--- src/rtl/fp_mul_arbiter.sv ---
// fp_mul_arbiter: shares one single-precision FP_Mul among NUM_REQ requesters.
// Round-robin grant, one operation in flight, valid/ready response return.
// Works with a multiplier of any latency (Valid_In held until Valid_Out).
// Optional statistics counters are enabled by defining FP_MUL_ARB_STATS_EN.
module fp_mul_arbiter #(
  parameter int BUS_WIDTH = 32,
  parameter int NUM_REQ   = 4,
  parameter int REQ_IDX_W = 2
) (
  input  logic                         clk,
  input  logic                         rst,
  input  logic [NUM_REQ-1:0]           req_valid,
  output logic [NUM_REQ-1:0]           req_ready,
  input  logic [NUM_REQ*BUS_WIDTH-1:0] req_a,
  input  logic [NUM_REQ*BUS_WIDTH-1:0] req_b,
  output logic [BUS_WIDTH-1:0]         mul_a,
  output logic [BUS_WIDTH-1:0]         mul_b,
  output logic                         mul_valid,
  input  logic [BUS_WIDTH-1:0]         mul_result,
  input  logic                         mul_valid_out,
  output logic [NUM_REQ-1:0]           rsp_valid,
  output logic [BUS_WIDTH-1:0]         rsp_data,
  input  logic [NUM_REQ-1:0]           rsp_ready,
  output logic                         busy
`ifdef FP_MUL_ARB_STATS_EN
  ,
  output logic [15:0]                  op_count,
  output logic [15:0]                  stall_count
`endif
);

  typedef enum logic [1:0] {
    IDLE  = 2'd0,
    ISSUE = 2'd1,
    RESP  = 2'd2
  } arbState;

  arbState                state;
  arbState                nextState;
  logic [REQ_IDX_W-1:0]   ptr;        // first requester to consider next time
  logic [REQ_IDX_W-1:0]   grantIdx;   // owner of the operation in flight
  logic [REQ_IDX_W-1:0]   grantSel;   // winner of the current search
  logic [REQ_IDX_W-1:0]   candIdx;
  logic                   anyReq;
  int                     cand;
  logic                   doGrant;
  logic                   doCapture;
  logic                   doDone;

  // Round-robin search: first valid requester at or after ptr, wrapping.
  always_comb begin
    // NOTE: every variable gets a default before any branch, so no path
    // leaves one unassigned and no latch is inferred.
    anyReq   = 1'b0;
    grantSel = '0;
    candIdx  = '0;
    cand     = 0;
    for (int k = 0; k < NUM_REQ; k++) begin
      cand = int'(ptr) + k;
      if (cand >= NUM_REQ) cand = cand - NUM_REQ;
      candIdx = REQ_IDX_W'(cand);
      if (!anyReq && req_valid[candIdx]) begin
        anyReq   = 1'b1;
        grantSel = candIdx;
      end
    end
  end

  // State register.
  always_ff @(posedge clk or posedge rst) begin
    // NOTE: non-blocking assignments so every register updates from the
    // values present before the edge, independent of statement order.
    if (rst) state <= IDLE;
    else     state <= nextState;
  end

  // Next-state and handshake outputs.
  always_comb begin
    nextState = state;
    req_ready = '0;
    rsp_valid = '0;
    mul_valid = 1'b0;
    doGrant   = 1'b0;
    doCapture = 1'b0;
    doDone    = 1'b0;
    busy      = (state != IDLE);
    unique case (state)
      IDLE: begin
        // The grant is combinational from req_valid, so it is masked while
        // rst is held to keep every output at zero during reset.
        if (anyReq && !rst) begin
          req_ready[grantSel] = 1'b1;
          doGrant             = 1'b1;
          nextState           = ISSUE;
        end
      end
      ISSUE: begin
        mul_valid = 1'b1;
        if (mul_valid_out) begin
          doCapture = 1'b1;
          nextState = RESP;
        end
      end
      RESP: begin
        rsp_valid[grantIdx] = 1'b1;
        if (rsp_ready[grantIdx]) begin
          doDone    = 1'b1;
          nextState = IDLE;
        end
      end
      default: nextState = IDLE;
    endcase
  end

  // Operand latch, pointer update and product capture.
  always_ff @(posedge clk or posedge rst) begin
    if (rst) begin
      ptr      <= '0;
      grantIdx <= '0;
      mul_a    <= '0;
      mul_b    <= '0;
      rsp_data <= '0;
    end else begin
      if (doGrant) begin
        grantIdx <= grantSel;
        mul_a    <= req_a[grantSel*BUS_WIDTH +: BUS_WIDTH];
        mul_b    <= req_b[grantSel*BUS_WIDTH +: BUS_WIDTH];
        ptr      <= (grantSel == REQ_IDX_W'(NUM_REQ - 1)) ? '0
                                                          : grantSel + REQ_IDX_W'(1);
      end
      if (doCapture) rsp_data <= mul_result;
    end
  end

`ifdef FP_MUL_ARB_STATS_EN
  // Saturating counters: completed handshakes and back-pressured RESP cycles.
  always_ff @(posedge clk or posedge rst) begin
    if (rst) begin
      op_count    <= '0;
      stall_count <= '0;
    end else begin
      if (doDone && op_count != 16'hFFFF) op_count <= op_count + 16'd1;
      if (state == RESP && !rsp_ready[grantIdx] && stall_count != 16'hFFFF)
        stall_count <= stall_count + 16'd1;
    end
  end
`endif

endmodule
--- config.mk ---
export PLATFORM = sky130hd
export DESIGN_NAME = fp_mul_arbiter
export DESIGN_NICKNAME = d
export VERILOG_FILES = /design/src/rtl/fp_mul_arbiter.sv
export SDC_FILE = /design/constraint.sdc
export NUM_CORES = 1
export LEC_CHECK = 0
export BUFFER_PORTS_ARGS = -buffer_cell sky130_fd_sc_hd__buf_2
export CORE_AREA = 2 2 156 158
export DETAILED_ROUTE_END_ITERATION = 12
export DIE_AREA = 0 0 158 160
export GPL_ROUTABILITY_DRIVEN = 0
export RECOVER_POWER = 100
export SETUP_SLACK_MARGIN = 0.05
export SLEW_MARGIN = 25
export SYNTH_ARGS = -nofsm -noshare
export SYNTH_HDL_FRONTEND = slang
export SYNTH_SLANG_ARGS = --single-unit
--- constraint.sdc ---
create_clock -name clk -period 8.7 [get_ports clk]
set_clock_uncertainty 0.1 [all_clocks]
set_input_delay 0.435 -clock clk [delete_from_list [all_inputs] [get_ports clk]]
set_output_delay 0.435 -clock clk [all_outputs]
set_load 0.005 [all_outputs]
==> report_table.html, run 1 <==
<table>
<tr><th>Metric</th><th>Value</th></tr>
<tr><th colspan="2">Finish</th></tr>
<tr><td>Ant diodes</td><td>0</td></tr>
<tr><td>Filler Cells Inserted</td><td>approximately 2500</td></tr>
<tr><td>Core Util, Final</td><td>34.5%</td></tr>
<tr><td>Nets</td><td>1170</td></tr>
<tr><td>Fraction of layout cells with a size suffix above 1</td><td>approximately half</td></tr>
<tr><td>Total area of multi-input combinational cells</td><td>around 2900 um2</td></tr>
<tr><td>Total area of sequential cells</td><td>2550 um2</td></tr>
<tr><td>Number of standard cells in the layout, taps in and fillers out</td><td>1199</td></tr>
<tr><td>Area growth, synth to finish</td><td>42.2%</td></tr>
<tr><th colspan="2">Placement</th></tr>
<tr><td>Dpl hpwl</td><td>roughly 16000 um</td></tr>
<tr><td>Worst setup slack after placement</td><td>between 5 and 6 ns</td></tr>
<tr><td>Port-buffer cells</td><td>a little over 400</td></tr>
<tr><td>Number of placed instances with taps included</td><td>about 1200</td></tr>
<tr><th colspan="2">Clock tree</th></tr>
<tr><td>H-tree level count</td><td>3</td></tr>
<tr><td>Clock buffers created by TritonCTS</td><td>9</td></tr>
<tr><td>Reg clk slew, reported paths</td><td>around 0.08 ns</td></tr>
<tr><td>Number of buffers inserted for hold repair after clock tree synthesis</td><td>0</td></tr>
<tr><td>PostCTS Resize Cnt</td><td>0</td></tr>
<tr><td>CTS root buf</td><td>clkbuf_16</td></tr>
<tr><td>Post-CTS repair timing setup buffer count</td><td>0</td></tr>
<tr><td>Latest clock arrival within the worst-skew pair</td><td>0.36 ns</td></tr>
<tr><td>TritonCTS clock tree</td><td>done</td></tr>
<tr><td>Max clock buf depth</td><td>2</td></tr>
<tr><td>Clock net sink count</td><td>102</td></tr>
<tr><th colspan="2">Synthesis</th></tr>
<tr><td>Main area contributors after synthesis</td><td>dfrtp_1 (44%), mux2i_1 (11%), a32oi_1 (9.7%)</td></tr>
<tr><td>Post-synthesis cell type count</td><td>40</td></tr>
<tr><td>Area share of the leading cell type in the synthesized netlist</td><td>~44%</td></tr>
<tr><td>Count of flip-flops with a built-in enable after synthesis</td><td>0</td></tr>
<tr><td>Portion of the post-synthesis area used by sequential elements</td><td>between 40 and 50%</td></tr>
<tr><td>Largest area contributor in the synthesized netlist</td><td>dfrtp_1</td></tr>
<tr><td>Top cell types by occurrence after synthesis</td><td>dfrtp_1 (102), mux2i_1 (65), a32oi_1 (64), nand3_1 (64), o211ai_2 (40)</td></tr>
<tr><td>Cell with the most instances after synthesis</td><td>dfrtp_1</td></tr>
<tr><td>Netlist area before placement</td><td>5780 um2</td></tr>
<tr><td>Most common flop cell mapped by yosys</td><td>dfrtp_1</td></tr>
<tr><td>Mean cell area of the mapped netlist</td><td>11.6 um2</td></tr>
<tr><td>Synthesized instance count</td><td>497</td></tr>
<tr><td>Proportion of register bits with asynchronous set or reset after synthesis</td><td>100%</td></tr>
<tr><td>Synth warnings</td><td>0</td></tr>
<tr><td>Post-synthesis sequential element count</td><td>between 100 and 150</td></tr>
<tr><td>Synthesized netlist net count</td><td>797</td></tr>
<tr><th colspan="2">Critical path</th></tr>
<tr><td>Category of cells accounting for the largest share of critical-path delay</td><td>buffers and inverters</td></tr>
<tr><td>Worst-case register-to-register setup slack</td><td>roughly 4.4 ns</td></tr>
<tr><td>R2r worst-path depth</td><td>5</td></tr>
<tr><td>WP data arrival</td><td>4.31 ns</td></tr>
<tr><td>Reg-to-reg startpoint</td><td>state[0]</td></tr>
<tr><td>Worst Setup End Kind</td><td>primary output</td></tr>
<tr><td>CP max stage cell</td><td>clkbuf_1</td></tr>
<tr><td>Critical path required time</td><td>a little over 8 ns</td></tr>
<tr><td>Startpoint kind of the worst setup timing path</td><td>flip-flop</td></tr>
<tr><td>Slowest Stage Delay on Critical Path</td><td>2.31 ns</td></tr>
<tr><td>Category of the most critical setup path</td><td>reg2out</td></tr>
<tr><td>Capture point of the worst reg-to-reg path</td><td>mul_a[26]</td></tr>
<tr><td>Cells along the critical path</td><td>nor3_1, and2_2, clkbuf_1, and2_1, buf_2</td></tr>
<tr><td>Count of buffering cells on the critical path with inverters included</td><td>2</td></tr>
<tr><td>CP max FO</td><td>65</td></tr>
<tr><th colspan="2">Min path</th></tr>
<tr><td>Cell count of the worst hold path</td><td>2</td></tr>
<tr><td>Hold worst-path end</td><td>state[0]</td></tr>
<tr><td>Origin of the worst min-delay path</td><td>mul_valid_out</td></tr>
<tr><td>Kind of path behind the tightest hold check</td><td>in2reg</td></tr>
<tr><th colspan="2">Timing</th></tr>
<tr><td>Achievable Freq</td><td>a little over 200 MHz</td></tr>
<tr><td>Final setup fails</td><td>0</td></tr>
<tr><td>Unrepaired setup endpoints after global routing</td><td>false</td></tr>
<tr><td>Slew Limit Fails</td><td>approximately 270</td></tr>
<tr><td>Setup TNS</td><td>0 ns</td></tr>
<tr><td>Time the worst path needs with I/O delays and setup</td><td>4.85 ns</td></tr>
<tr><td>Slew of the pin with the lowest slew margin</td><td>3.38 ns</td></tr>
<tr><td>Final period util</td><td>between 50% and 60%</td></tr>
<tr><td>Final Hold Vio Count</td><td>0</td></tr>
<tr><td>Setup slack of the critical path after layout</td><td>3.85 ns</td></tr>
<tr><td>Worst-case headroom to the max-slew limit</td><td>-125%</td></tr>
<tr><th colspan="2">Global routing</th></tr>
<tr><td>Wire length of the first global-routing pass</td><td>33100 um</td></tr>
<tr><td>Initial antenna violation count</td><td>1</td></tr>
<tr><td>Maximum number of pins on one net before global-route repair</td><td>66</td></tr>
<tr><td>GRT Residual Overflow</td><td>0</td></tr>
<tr><td>Total routing usage reported by global routing</td><td>about 17%</td></tr>
<tr><td>Via count of the first global-routing pass</td><td>roughly 6000</td></tr>
<tr><th colspan="2">Detailed routing</th></tr>
<tr><td>Pre-Repair DR Iteration Count</td><td>4</td></tr>
<tr><td>First-iteration detailed-routing DRC count</td><td>roughly 380</td></tr>
<tr><td>Total detailed-routing wirelength</td><td>around 22000 um</td></tr>
<tr><td>Final ANT Viol Nets</td><td>0</td></tr>
<tr><td>Wire length per cell</td><td>approximately 18 um</td></tr>
<tr><td>Final routed DRC violation total</td><td>0</td></tr>
<tr><td>Routed vias/inst</td><td>~4.8</td></tr>
<tr><td>Vias post-DR</td><td>5783</td></tr>
<tr><th colspan="2">Run</th></tr>
<tr><td>Max capacitance violation total</td><td>6</td></tr>
<tr><th colspan="2">Pwr</th></tr>
<tr><td>Cell leakage power</td><td>3.96 nW</td></tr>
<tr><td>Highest ir drop seen on vdd</td><td>~0.13 mV</td></tr>
<tr><td>Pwr per Cell Area</td><td>303 nW/um2</td></tr>
<tr><th colspan="2">Die</th></tr>
<tr><td>Core area</td><td>approximately 24000 um2</td></tr>
<tr><td>Die boundary height</td><td>between 150 and 200 um</td></tr>
<tr><td>Die width</td><td>roughly 160 um</td></tr>
<tr><td>Row count</td><td>57</td></tr>
<tr><td>Number of I/O pins</td><td>approximately 410</td></tr>
<tr><td>Full die area</td><td>roughly 25000 um2</td></tr>
<tr><td>Starting density of the core</td><td>~24%</td></tr>
<tr><th colspan="2">Status</th></tr>
<tr><td>Failing checks</td><td>max-capacitance violations, max-slew violations</td></tr>
<tr><td>Run status</td><td>complete, but fails checks</td></tr>
</table>
## registers in the layout, summed over array words and instances (netlist names)
register and flops:
mul_a 32, mul_b 32, rsp_data 32, grantIdx 2, ptr 2, state 2
## per-stage QoR
step | cell area, um2 | total power [mW] | hold WS (ns)
after floorplan | 5780 | 1.63 | 0.400
after global routing | 8220 | 2.69 | 0.181
after global placement | 8010 | 2.10 | 0.381
final | 8220 | 2.49 | 0.181
after detailed placement | 8030 | 2.13 | 0.388
after CTS | 8330 | 2.56 | 0.100
## worst register-to-register path: stages, from the launching register on
cell and delay, ns:
dfrtp_1 0.41, nor3_1 0.42, and2_2 0.22, clkbuf_1 2.31
a32oi_1 0.57, o211ai_2 0.20
## per-layer routing
metal / share of wire, % / global-route usage [%]
met1: 39 / 19.7
met2: 50 / 30.2
met3: 7.7 / 4.37
met4: 2.5 / 5.57
met5: 0.059 / 0
## layout make-up
class | instances | area share [%]
clock buffers | 9 | 2.74
clock inverters | 7 | 0.898
repair buffers | 416 | 24.7
well taps | 324 | 4.93
multi-input cells | 336 | 35.5
inverters | 5 | 0.243
flip-flops and latches | 102 | 31.0
## worst max path at each step
stage	startpoint	endpoint	slack [ns]	cells after the start
final	state[0]	req_ready[0]	3.85	5
after global routing	rst	mul_a[30]	3.32	3
after CTS	state[0]	req_ready[2]	5.37	6
after detailed placement	req_valid[3]	req_ready[2]	5.64	7
after global placement	req_valid[3]	req_ready[2]	5.65	7
after floorplan	rst	grantIdx[0]	5.49	1
## cells in the final DEF, fill, tap and decap left out, types with 3 or more instances in the layout
cell,instances
buf_2,335
dfrtp_1,102
clkbuf_1,74
mux2i_1,65
nand3_1,64
a32oi_1,64
o211ai_2,40
mux2_2,32
o211ai_1,24
nand2_1,11
clkbuf_16,9
buf_4,6
inv_1,4
o21ai_0,4
nor2_1,3
inv_6,3
## kinds of logic after synthesis
| logic type | synth area share [%] |
|---|---|
| compound gates | 23.8 |
| flops | 44.2 |
| mux | 17.9 |
| simple gates | 7.99 |
| buf+inv | 5.93 |
| fa+ha+maj | 0.216 |
## power breakdown
group	switching [mW]	total [mW]	internal, mW
registers	0.135	0.840	0.706
logic	0.678	1.24	0.559
clock network	0.213	0.418	0.205
total	1.03	2.49	1.47
No activity file was read; power rests on OpenSTA's default activity.
==> inputs of run 2 (changes only) <==
- ABC_AREA: default -> 1
- CORE_AREA: 2 2 156 158 -> 2 2 158 160
- DIE_AREA: 0 0 158 160 -> 0 0 160 162
- clock period: 8.7 -> 4.8 ns (I/O delays scaled with it)
==> report_table.html, run 2 <==
<table>
<tr><th>Metric</th><th>Value</th></tr>
<tr><th colspan="2">Status</th></tr>
<tr><td>Run status</td><td>complete, but fails checks</td></tr>
<tr><td>Failing checks</td><td>max-capacitance violations, max-slew violations</td></tr>
<tr><th colspan="2">Critical path</th></tr>
<tr><td>CP max FO</td><td>69 (+6.2%)</td></tr>
<tr><td>Category of the most critical setup path</td><td>reg2out</td></tr>
<tr><td>R2r worst-path depth</td><td>11 (+6)</td></tr>
<tr><td>Critical Path Start</td><td>ptr[0]</td></tr>
<tr><td>Startpoint kind of the worst setup timing path</td><td>flip-flop</td></tr>
<tr><td>Capture point of the worst reg-to-reg path</td><td>mul_a[8]</td></tr>
<tr><td>Slowest Stage Delay on Critical Path</td><td>0.63 ns (-1.68 ns)</td></tr>
<tr><td>CP max stage cell</td><td>dfrtp_1</td></tr>
<tr><td>End of the critical path</td><td>req_ready[3]</td></tr>
<tr><td>Count of buffering cells on the critical path with inverters included</td><td>4 (+2)</td></tr>
<tr><td>Category of cells accounting for the largest share of critical-path delay</td><td>simple AND/OR/NAND/NOR gates</td></tr>
<tr><td>Number of stages on the worst setup path</td><td>12 (+7)</td></tr>
<tr><td>Worst Setup End Kind</td><td>primary output</td></tr>
<tr><td>WP data arrival</td><td>3.87 ns (-0.44 ns)</td></tr>
<tr><td>Reg-to-reg startpoint</td><td>ptr[0]</td></tr>
<tr><td>Critical path required time</td><td>4.46 ns (-3.71 ns)</td></tr>
<tr><td>Cells along the critical path</td><td>nand2_1, nand3_1, nand2_1, nor2_1, nand3_4, nand3_1, buf_4, inv_1, ha_1, inv_1, nor2_1, clkbuf_1</td></tr>
<tr><td>Worst-case register-to-register setup slack</td><td>0.64 ns (-3.73 ns)</td></tr>
<tr><th colspan="2">Finish</th></tr>
<tr><td>Commonest cells after routing, fill and taps aside</td><td>buf_2 (325), nand2_1 (277), nand3_1 (197)</td></tr>
<tr><td>Fraction of layout cells with a size suffix above 1</td><td>28.6% (-21 points)</td></tr>
<tr><td>Area growth, synth to finish</td><td>33.7%</td></tr>
<tr><td>Filler Cells Inserted</td><td>2682 (+6.6%)</td></tr>
<tr><td>Nets</td><td>1692 (+45%)</td></tr>
<tr><td>Largest registers</td><td>mul_a x32, mul_b x32, rsp_data x32</td></tr>
<tr><td>Total area of sequential cells</td><td>2550 um2 (unchanged)</td></tr>
<tr><td>Most common cell after layout, fill and taps aside</td><td>buf_2</td></tr>
<tr><td>Total area of multi-input combinational cells</td><td>3490 um2 (+20%)</td></tr>
<tr><th colspan="2">Placement</th></tr>
<tr><td>Worst setup slack after placement</td><td>1.18 ns (-4.46 ns)</td></tr>
<tr><td>Port-buffer cells</td><td>404 (unchanged)</td></tr>
<tr><td>Dpl hpwl</td><td>21100 um (+28%)</td></tr>
<tr><th colspan="2">Synthesis</th></tr>
<tr><td>Count of flip-flops with a built-in enable after synthesis</td><td>0 (unchanged)</td></tr>
<tr><td>Synthesized instance count</td><td>1040 (+110%)</td></tr>
<tr><td>Netlist area before placement</td><td>7100 um2 (+23%)</td></tr>
<tr><td>Cell with the most instances after synthesis</td><td>nand2_1</td></tr>
<tr><td>Synth warnings</td><td>0 (unchanged)</td></tr>
<tr><td>Post-synthesis cell type count</td><td>28 (-30%)</td></tr>
<tr><td>Mean cell area of the mapped netlist</td><td>6.83 um2 (-41%)</td></tr>
<tr><td>Post-synthesis sequential element count</td><td>102 (unchanged)</td></tr>
<tr><td>Portion of the post-synthesis area used by sequential elements</td><td>36.0% (-8.2 points)</td></tr>
<tr><td>Most common flop cell mapped by yosys</td><td>dfrtp_1</td></tr>
<tr><td>Synthesized netlist net count</td><td>1340 (+68%)</td></tr>
<tr><td>Main area contributors after synthesis</td><td>dfrtp_1 (36%), nand2_1 (15%), nand3_1 (14%)</td></tr>
<tr><td>Largest area contributor in the synthesized netlist</td><td>dfrtp_1</td></tr>
<tr><td>Top cell types by occurrence after synthesis</td><td>nand2_1 (277), nand3_1 (196), inv_1 (162)</td></tr>
<tr><td>Area share of the leading cell type in the synthesized netlist</td><td>36.0% (-8.2 points)</td></tr>
<tr><td>Proportion of register bits with asynchronous set or reset after synthesis</td><td>100% (unchanged)</td></tr>
<tr><th colspan="2">Global routing</th></tr>
<tr><td>Total routing usage reported by global routing</td><td>21.5% (+4.6 points)</td></tr>
<tr><td>Wire length of the first global-routing pass</td><td>43900 um (+33%)</td></tr>
<tr><td>Initial antenna violation count</td><td>12 (+11)</td></tr>
<tr><td>GRT Residual Overflow</td><td>0 (unchanged)</td></tr>
<tr><td>Maximum number of pins on one net before global-route repair</td><td>83 (+26%)</td></tr>
<tr><td>Via count of the first global-routing pass</td><td>8070 (+35%)</td></tr>
<tr><th colspan="2">Pwr</th></tr>
<tr><td>Pwr per Cell Area</td><td>681 nW/um2 (+120%)</td></tr>
<tr><td>Switching power</td><td>3.42 mW (+230%)</td></tr>
<tr><td>Comb pwr share</td><td>63.5% (+14 points)</td></tr>
<tr><td>Cell leakage power</td><td>5.37 nW (+36%)</td></tr>
<tr><td>Highest ir drop seen on vdd</td><td>0.312 mV (+140%)</td></tr>
<tr><td>Power share of the clock group</td><td>12.3% (-4.5 points)</td></tr>
<tr><td>Switching power as a share of total power</td><td>52.9% (+12 points)</td></tr>
<tr><td>Cell-internal power</td><td>3.04 mW (+110%)</td></tr>
<tr><td>Part of the power in registers</td><td>24.2% (-9.5 points)</td></tr>
<tr><th colspan="2">Clock tree</th></tr>
<tr><td>Max clock buf depth</td><td>2 (unchanged)</td></tr>
<tr><td>Clock net sink count</td><td>102 (unchanged)</td></tr>
<tr><td>H-tree level count</td><td>3 (unchanged)</td></tr>
<tr><td>CTS root buf</td><td>clkbuf_16</td></tr>
<tr><td>TritonCTS clock tree</td><td>done</td></tr>
<tr><td>PostCTS Resize Cnt</td><td>0 (unchanged)</td></tr>
<tr><td>Reg clk slew, reported paths</td><td>0.07 ns (about the same)</td></tr>
<tr><td>Latest clock arrival within the worst-skew pair</td><td>0.35 ns (about the same)</td></tr>
<tr><td>Clock buffers created by TritonCTS</td><td>9 (unchanged)</td></tr>
<tr><th colspan="2">Detailed routing</th></tr>
<tr><td>First-iteration detailed-routing DRC count</td><td>518 (+37%)</td></tr>
<tr><td>Final ANT Viol Nets</td><td>0 (unchanged)</td></tr>
<tr><td>Routed vias/inst</td><td>4.86 (+0.75%)</td></tr>
<tr><td>Wire length per cell</td><td>16.5 um (-11%)</td></tr>
<tr><td>Total detailed-routing wirelength</td><td>28600 um (+29%)</td></tr>
<tr><td>Final routed DRC violation total</td><td>0 (unchanged)</td></tr>
<tr><td>Pre-Repair DR Iteration Count</td><td>5 (+1)</td></tr>
<tr><td>Vias post-DR</td><td>8407 (+45%)</td></tr>
<tr><th colspan="2">Timing</th></tr>
<tr><td>Final setup fails</td><td>0 (unchanged)</td></tr>
<tr><td>Final Hold Vio Count</td><td>0 (unchanged)</td></tr>
<tr><td>Final period util</td><td>87.7%</td></tr>
<tr><td>Final hold slack</td><td>0.0178 ns (-0.163 ns)</td></tr>
<tr><td>Time the worst path needs with I/O delays and setup</td><td>about 4.2 ns</td></tr>
<tr><td>Unrepaired setup endpoints after global routing</td><td>false</td></tr>
<tr><td>Slew Limit Fails</td><td>102 (-62%)</td></tr>
<tr><td>Slew of the pin with the lowest slew margin</td><td>1.80 ns (-1.58 ns)</td></tr>
<tr><td>Achievable Freq</td><td>approximately 240 MHz</td></tr>
<tr><td>Setup slack of the critical path after layout</td><td>0.591 ns (-3.26 ns)</td></tr>
<tr><td>Worst-case headroom to the max-slew limit</td><td>-19.7% (+110 points)</td></tr>
<tr><td>Setup TNS</td><td>0 ns (unchanged)</td></tr>
<tr><th colspan="2">Die</th></tr>
<tr><td>Number of I/O pins</td><td>405 (unchanged)</td></tr>
<tr><td>Core area</td><td>24100 um2 (+1.2%)</td></tr>
<tr><td>Row count</td><td>57 (unchanged)</td></tr>
<tr><td>Full die area</td><td>25900 um2 (+2.5%)</td></tr>
<tr><td>Starting density of the core</td><td>29.4% (+5.2 points)</td></tr>
<tr><td>Die boundary height</td><td>162 um (+1.3%)</td></tr>
<tr><td>Die width</td><td>160 um (+1.3%)</td></tr>
<tr><th colspan="2">Run</th></tr>
<tr><td>Max capacitance violation total</td><td>2 (-4)</td></tr>
<tr><th colspan="2">Min path</th></tr>
<tr><td>Kind of path behind the tightest hold check</td><td>in2reg</td></tr>
</table>
==> run 2: cell types whose count changed after synthesis, sizes merged, moves of 5 or more <==
cell    previous run  this run
a32oi             64         0
mux2i             65         0
inv                5       167
clkbuf            29        24
nor2               3        34
buf               25        57
nand2             11       280
o211ai            64         0
nand4              0       124
nand3             64       200
==> run 2: power groups by stage <==
stage | combinational (mW) | sequential [mW] | clock [mW]
floorplan | 2.93 | 1.55 | 0
global placement | 4.22 | 1.55 | 0
detailed placement | 4.25 | 1.57 | 0
CTS | 4.26 | 1.56 | 0.823
global route | 4.61 | 1.61 | 0.855
finish | 4.10 | 1.56 | 0.797
==> run 2: area by class of cell <==
cell class	instances	share of cell area (%)
Sequential cell	102	26.9
Multi-Input combinational cell	689	36.8
Timing Repair Buffer	422	21.7
Inverter	168	6.72
Antenna cell	9	0.237
Tap cell	324	4.27
Clock buffer	10	2.52
Clock inverter	6	0.804
==> run 2: worst min-delay path by stage <==
stage | from | end | slack (ns) | cells after the start
2_1_floorplan | mul_valid_out | state[0] | 0.23 | 1
4_1_cts | mul_result[4] | rsp_data[4] | 0.001 | 2
5_1_grt | mul_result[26] | rsp_data[26] | 0.004 | 2
3_3_place_gp | rst | mul_a[3] | 0.25 | 2
3_5_place_dp | rst | mul_a[3] | 0.26 | 2
6_report | req_a[6] | mul_a[6] | 0.02 | 3
==> run 2: cells by family (layout without fill, tap and decap cells) <==
kind of cell / Yosys count / in the layout / share of synthesized area, %
multiplexers: 32 / 32 / 5.08
AND/OR/NAND/NOR: 643 / 643 / 42.6
AO/OA/AOI/OAI: 13 / 13 / 1.04
other: 0 / 9 / 0
flip-flops: 102 / 102 / 36.0
adder cells (fa/ha/maj): 1 / 1 / 0.176
buffers and inverters: 249 / 606 / 15.2
==> run 2: metrics by stage <==
stage                     util, %  instance area (um2)  cells  total power, mW
after floorplan                 -                 7100   1040             4.49
after global placement       38.3                 9230   1699             5.78
after detailed placement     38.3                 9230   1699             5.81
after CTS                    39.8                 9600   1721             6.64
after global routing         39.4                 9490   1728             7.08
final                        39.4                 9490   1730             6.46
==> run 2: worst register-to-register path, delay by kind of cell (launching register included) <==
kind	cells	cell delay [ns]
flops	1	0.63
simple gates	9	2.58
buf+inv	2	0.78
==> run 2: repair_timing <==
action / in CTS / in global routing
buffers inserted: 0 / 0
hold buffers: 6 / 0
endpoints found under the hold margin: 40 / 0
endpoints found under the setup margin: 0 / 0
==> run 2: routing by layer <==
layer | GRT usage (%) | vias to the layer above | part of all wire [%]
met5 | 0 | - | 0.045
li1 | - | 4114 | -
met1 | 27.0 | 3824 | 42
met2 | 36.7 | 421 | 48
met3 | 4.65 | 46 | 7.6
met4 | 7.74 | 2 | 2.6
==> inputs of run 3 (changes only) <==
- CORE_AREA: 2 2 158 160 -> 2 2 156 158
- CTS_BUF_LIST: default -> sky130_fd_sc_hd__clkbuf_4
- DIE_AREA: 0 0 160 162 -> 0 0 158 160
==> report_table.html, run 3 (synthesized netlist as in run 2, its figures left out) <==
<table>
<tr><th>Metric</th><th>Value</th></tr>
<tr><th colspan="2">Clock tree</th></tr>
<tr><td>Reg clk slew, reported paths</td><td>0.17 ns (+0.10 ns)</td></tr>
<tr><td>PostCTS Resize Cnt</td><td>0 (unchanged)</td></tr>
<tr><td>H-tree level count</td><td>3 (unchanged)</td></tr>
<tr><td>Latest clock arrival within the worst-skew pair</td><td>0.47 ns (+0.12 ns)</td></tr>
<tr><td>Post-CTS repair timing setup buffer count</td><td>0 (unchanged)</td></tr>
<tr><td>Clock net sink count</td><td>102 (unchanged)</td></tr>
<tr><td>Clock buffers created by TritonCTS</td><td>9 (unchanged)</td></tr>
<tr><td>CTS root buf</td><td>clkbuf_4</td></tr>
<tr><td>TritonCTS clock tree</td><td>done</td></tr>
<tr><td>Max clock buf depth</td><td>2 (unchanged)</td></tr>
<tr><td>Number of buffers inserted for hold repair after clock tree synthesis</td><td>192 (+186)</td></tr>
<tr><th colspan="2">Finish</th></tr>
<tr><td>Largest registers</td><td>mul_a x32, mul_b x32, rsp_data x32</td></tr>
<tr><td>Nets</td><td>1878 (+11%)</td></tr>
<tr><td>Fraction of layout cells with a size suffix above 1</td><td>24.6% (-4.0 points)</td></tr>
<tr><td>Commonest cells after routing, fill and taps aside</td><td>buf_2 (315), nand2_1 (278), nand3_1 (196)</td></tr>
<tr><td>Number of standard cells in the layout, taps in and fillers out</td><td>1912 (+11%)</td></tr>
<tr><td>Most common cell after layout, fill and taps aside</td><td>buf_2</td></tr>
<tr><td>Area growth, synth to finish</td><td>57.4%</td></tr>
<tr><th colspan="2">Detailed routing</th></tr>
<tr><td>Wire length per cell</td><td>15.9 um (-3.6%)</td></tr>
<tr><td>Final routed DRC violation total</td><td>0 (unchanged)</td></tr>
<tr><td>Vias post-DR</td><td>9243 (+9.9%)</td></tr>
<tr><td>Total detailed-routing wirelength</td><td>30500 um (+6.6%)</td></tr>
<tr><td>Routed vias/inst</td><td>4.83 (-0.52%)</td></tr>
<tr><td>Pre-Repair DR Iteration Count</td><td>5 (unchanged)</td></tr>
<tr><td>Final ANT Viol Nets</td><td>0 (unchanged)</td></tr>
<tr><td>First-iteration detailed-routing DRC count</td><td>529 (+2.1%)</td></tr>
<tr><th colspan="2">Global routing</th></tr>
<tr><td>Via count of the first global-routing pass</td><td>9044 (+12%)</td></tr>
<tr><td>Maximum number of pins on one net before global-route repair</td><td>76 (-8.4%)</td></tr>
<tr><td>GRT Residual Overflow</td><td>0 (unchanged)</td></tr>
<tr><td>Total routing usage reported by global routing</td><td>23.4% (+1.8 points)</td></tr>
<tr><td>Wire length of the first global-routing pass</td><td>46300 um (+5.5%)</td></tr>
<tr><td>Initial antenna violation count</td><td>6 (-6)</td></tr>
<tr><th colspan="2">Die</th></tr>
<tr><td>Full die area</td><td>25300 um2 (-2.5%)</td></tr>
<tr><td>Row count</td><td>57 (unchanged)</td></tr>
<tr><td>Die width</td><td>158 um (-1.3%)</td></tr>
<tr><td>Number of I/O pins</td><td>405 (unchanged)</td></tr>
<tr><td>Core area</td><td>23800 um2 (-1.2%)</td></tr>
<tr><td>Starting density of the core</td><td>29.8% (+0.35 points)</td></tr>
<tr><td>Die boundary height</td><td>160 um (-1.2%)</td></tr>
<tr><th colspan="2">Critical path</th></tr>
<tr><td>CP max FO</td><td>52 (-25%)</td></tr>
<tr><td>Critical path required time</td><td>5.11 ns (+0.65 ns)</td></tr>
<tr><td>Critical Path Start</td><td>ptr[0]</td></tr>
<tr><td>Slowest Stage Delay on Critical Path</td><td>0.65 ns (+0.02 ns)</td></tr>
<tr><td>Category of the most critical setup path</td><td>reg2reg</td></tr>
<tr><td>Critical Path Most Common Cell</td><td>nand2_1</td></tr>
<tr><td>Worst Setup End Kind</td><td>flip-flop</td></tr>
<tr><td>Worst-case register-to-register setup slack</td><td>0.47 ns (-0.17 ns)</td></tr>
<tr><td>Reg-to-reg startpoint</td><td>ptr[0]</td></tr>
<tr><td>WP data arrival</td><td>4.64 ns (+0.77 ns)</td></tr>
<tr><td>CP max stage cell</td><td>dfrtp_1</td></tr>
<tr><td>Cells along the critical path</td><td>inv_6, nand2_1, nand2_1, nand2_1, nand2_1, nand2_1, nand3_4, nand3_4, buf_4, nand2_1, nand2_1, dlygate4sd3_1, nand3_1, nand3_1, dlygate4sd3_1</td></tr>
<tr><td>Startpoint kind of the worst setup timing path</td><td>flip-flop</td></tr>
<tr><th colspan="2">Timing</th></tr>
<tr><td>Achievable Freq</td><td>231 MHz (-2.8%)</td></tr>
<tr><td>Setup TNS</td><td>0 ns (unchanged)</td></tr>
<tr><td>Final Hold Vio Count</td><td>0 (unchanged)</td></tr>
<tr><td>Final setup fails</td><td>0 (unchanged)</td></tr>
<tr><td>Slew of the pin with the lowest slew margin</td><td>3.03 ns (+1.24 ns)</td></tr>
<tr><td>Worst-case headroom to the max-slew limit</td><td>-102% (-82 points)</td></tr>
<tr><td>Final period util</td><td>90.2% (+2.5 points)</td></tr>
<tr><td>Time the worst path needs with I/O delays and setup</td><td>4.33 ns (+0.119 ns)</td></tr>
<tr><td>Final hold slack</td><td>0.0393 ns (+0.0215 ns)</td></tr>
<tr><td>Slew Limit Fails</td><td>86 (-16%)</td></tr>
<tr><td>Unrepaired setup endpoints after global routing</td><td>false</td></tr>
<tr><th colspan="2">Pwr</th></tr>
<tr><td>Pwr per Cell Area</td><td>639 nW/um2 (-6.1%)</td></tr>
<tr><td>Cell leakage power</td><td>6.07 nW (+13%)</td></tr>
<tr><td>Power after layout</td><td>7.14 mW (+11%)</td></tr>
<tr><td>Highest ir drop seen on vdd</td><td>0.480 mV (+54%)</td></tr>
<tr><th colspan="2">Status</th></tr>
<tr><td>Failing checks</td><td>max-capacitance violations, max-slew violations</td></tr>
<tr><td>Run status</td><td>complete, but fails checks</td></tr>
<tr><th colspan="2">Placement</th></tr>
<tr><td>Number of placed instances with taps included</td><td>1699 (unchanged)</td></tr>
<tr><td>Dpl hpwl</td><td>20600 um (-2.3%)</td></tr>
<tr><td>Port-buffer cells</td><td>404 (unchanged)</td></tr>
<tr><th colspan="2">Run</th></tr>
<tr><td>Max capacitance violation total</td><td>2 (unchanged)</td></tr>
<tr><th colspan="2">Min path</th></tr>
<tr><td>Origin of the worst min-delay path</td><td>req_b[26]</td></tr>
<tr><td>Kind of path behind the tightest hold check</td><td>in2reg</td></tr>
</table>
run 3: cell count changes in the layout (fill, tap and decap cells not counted), moves of 2 or more:
cell           delta
clkbuf_16         -9
clkinvlp_4        -2
clkinv_4          +2
diode_2           -4
clkbuf_1         +11
dlygate4sd3_1   +186
buf_2            -10
clkbuf_2          -3
nor2_1            -2
clkbuf_4          +9
run 3: power breakdown:
group	leakage, nW	internal (mW)	switching (mW)
Clock	0.0718	0.115	0.334
Combinational	4.75	2.15	2.98
Sequential	1.25	1.29	0.268
Total	6.07	3.56	3.58
run 3: path summary, 6_finish.rpt:
| kind | depth (start not counted) | to |
|---|---|---|
| worst max-delay path | 15 | mul_a[30] |
| worst min-delay path | 5 | mul_b[26] |
| worst max register to register | 15 | mul_a[30] |
| worst min register to register | 1 | state[0] |
| max in group asynchronous | 4 | mul_b[1] |
| min in group asynchronous | 3 | rsp_data[12] |
run 3: critical path, delay by kind of cell (launching register included):
| kind | cells | cell delay (ns) |
|---|---|---|
| buffers and inverters | 4 | 1.73 |
| and+or+nand+nor | 11 | 1.76 |
| DFF | 1 | 0.65 |
run 3: per-stage QoR:
step / setup slack [ns] / utilization [%] / area (um2)
after floorplan: 0.696 / - / 7100
after global placement: 1.47 / 38.8 / 9240
after detailed placement: 1.37 / 38.8 / 9240
after CTS: 0.458 / 47.4 / 11300
after global routing: 0.143 / 46.9 / 11200
final: 0.472 / 46.9 / 11200
run 3: cell type report:
type | count | area (um2)
Fill cell | 2522 | 12600
Timing Repair Buffer | 608 | 3930
Multi-Input combinational cell | 689 | 3510
Sequential cell | 102 | 2550
Inverter | 168 | 638
Tap cell | 324 | 405
Clock buffer | 9 | 67.6
Clock inverter | 7 | 57.6
Antenna cell | 5 | 12.5
run 3: routing by layer:
layer  vias to the layer above  part of all wire [%]  GRT usage [%]  wire [um]
met5                         -                 0.039              0         12
met4                         2                   3.3           9.75       1020
met3                        64                   7.4           4.26       2240
met2                       403                    48           39.9      14500
met1                      4289                    42           28.7      12700
li1                       4485                     -              -          -
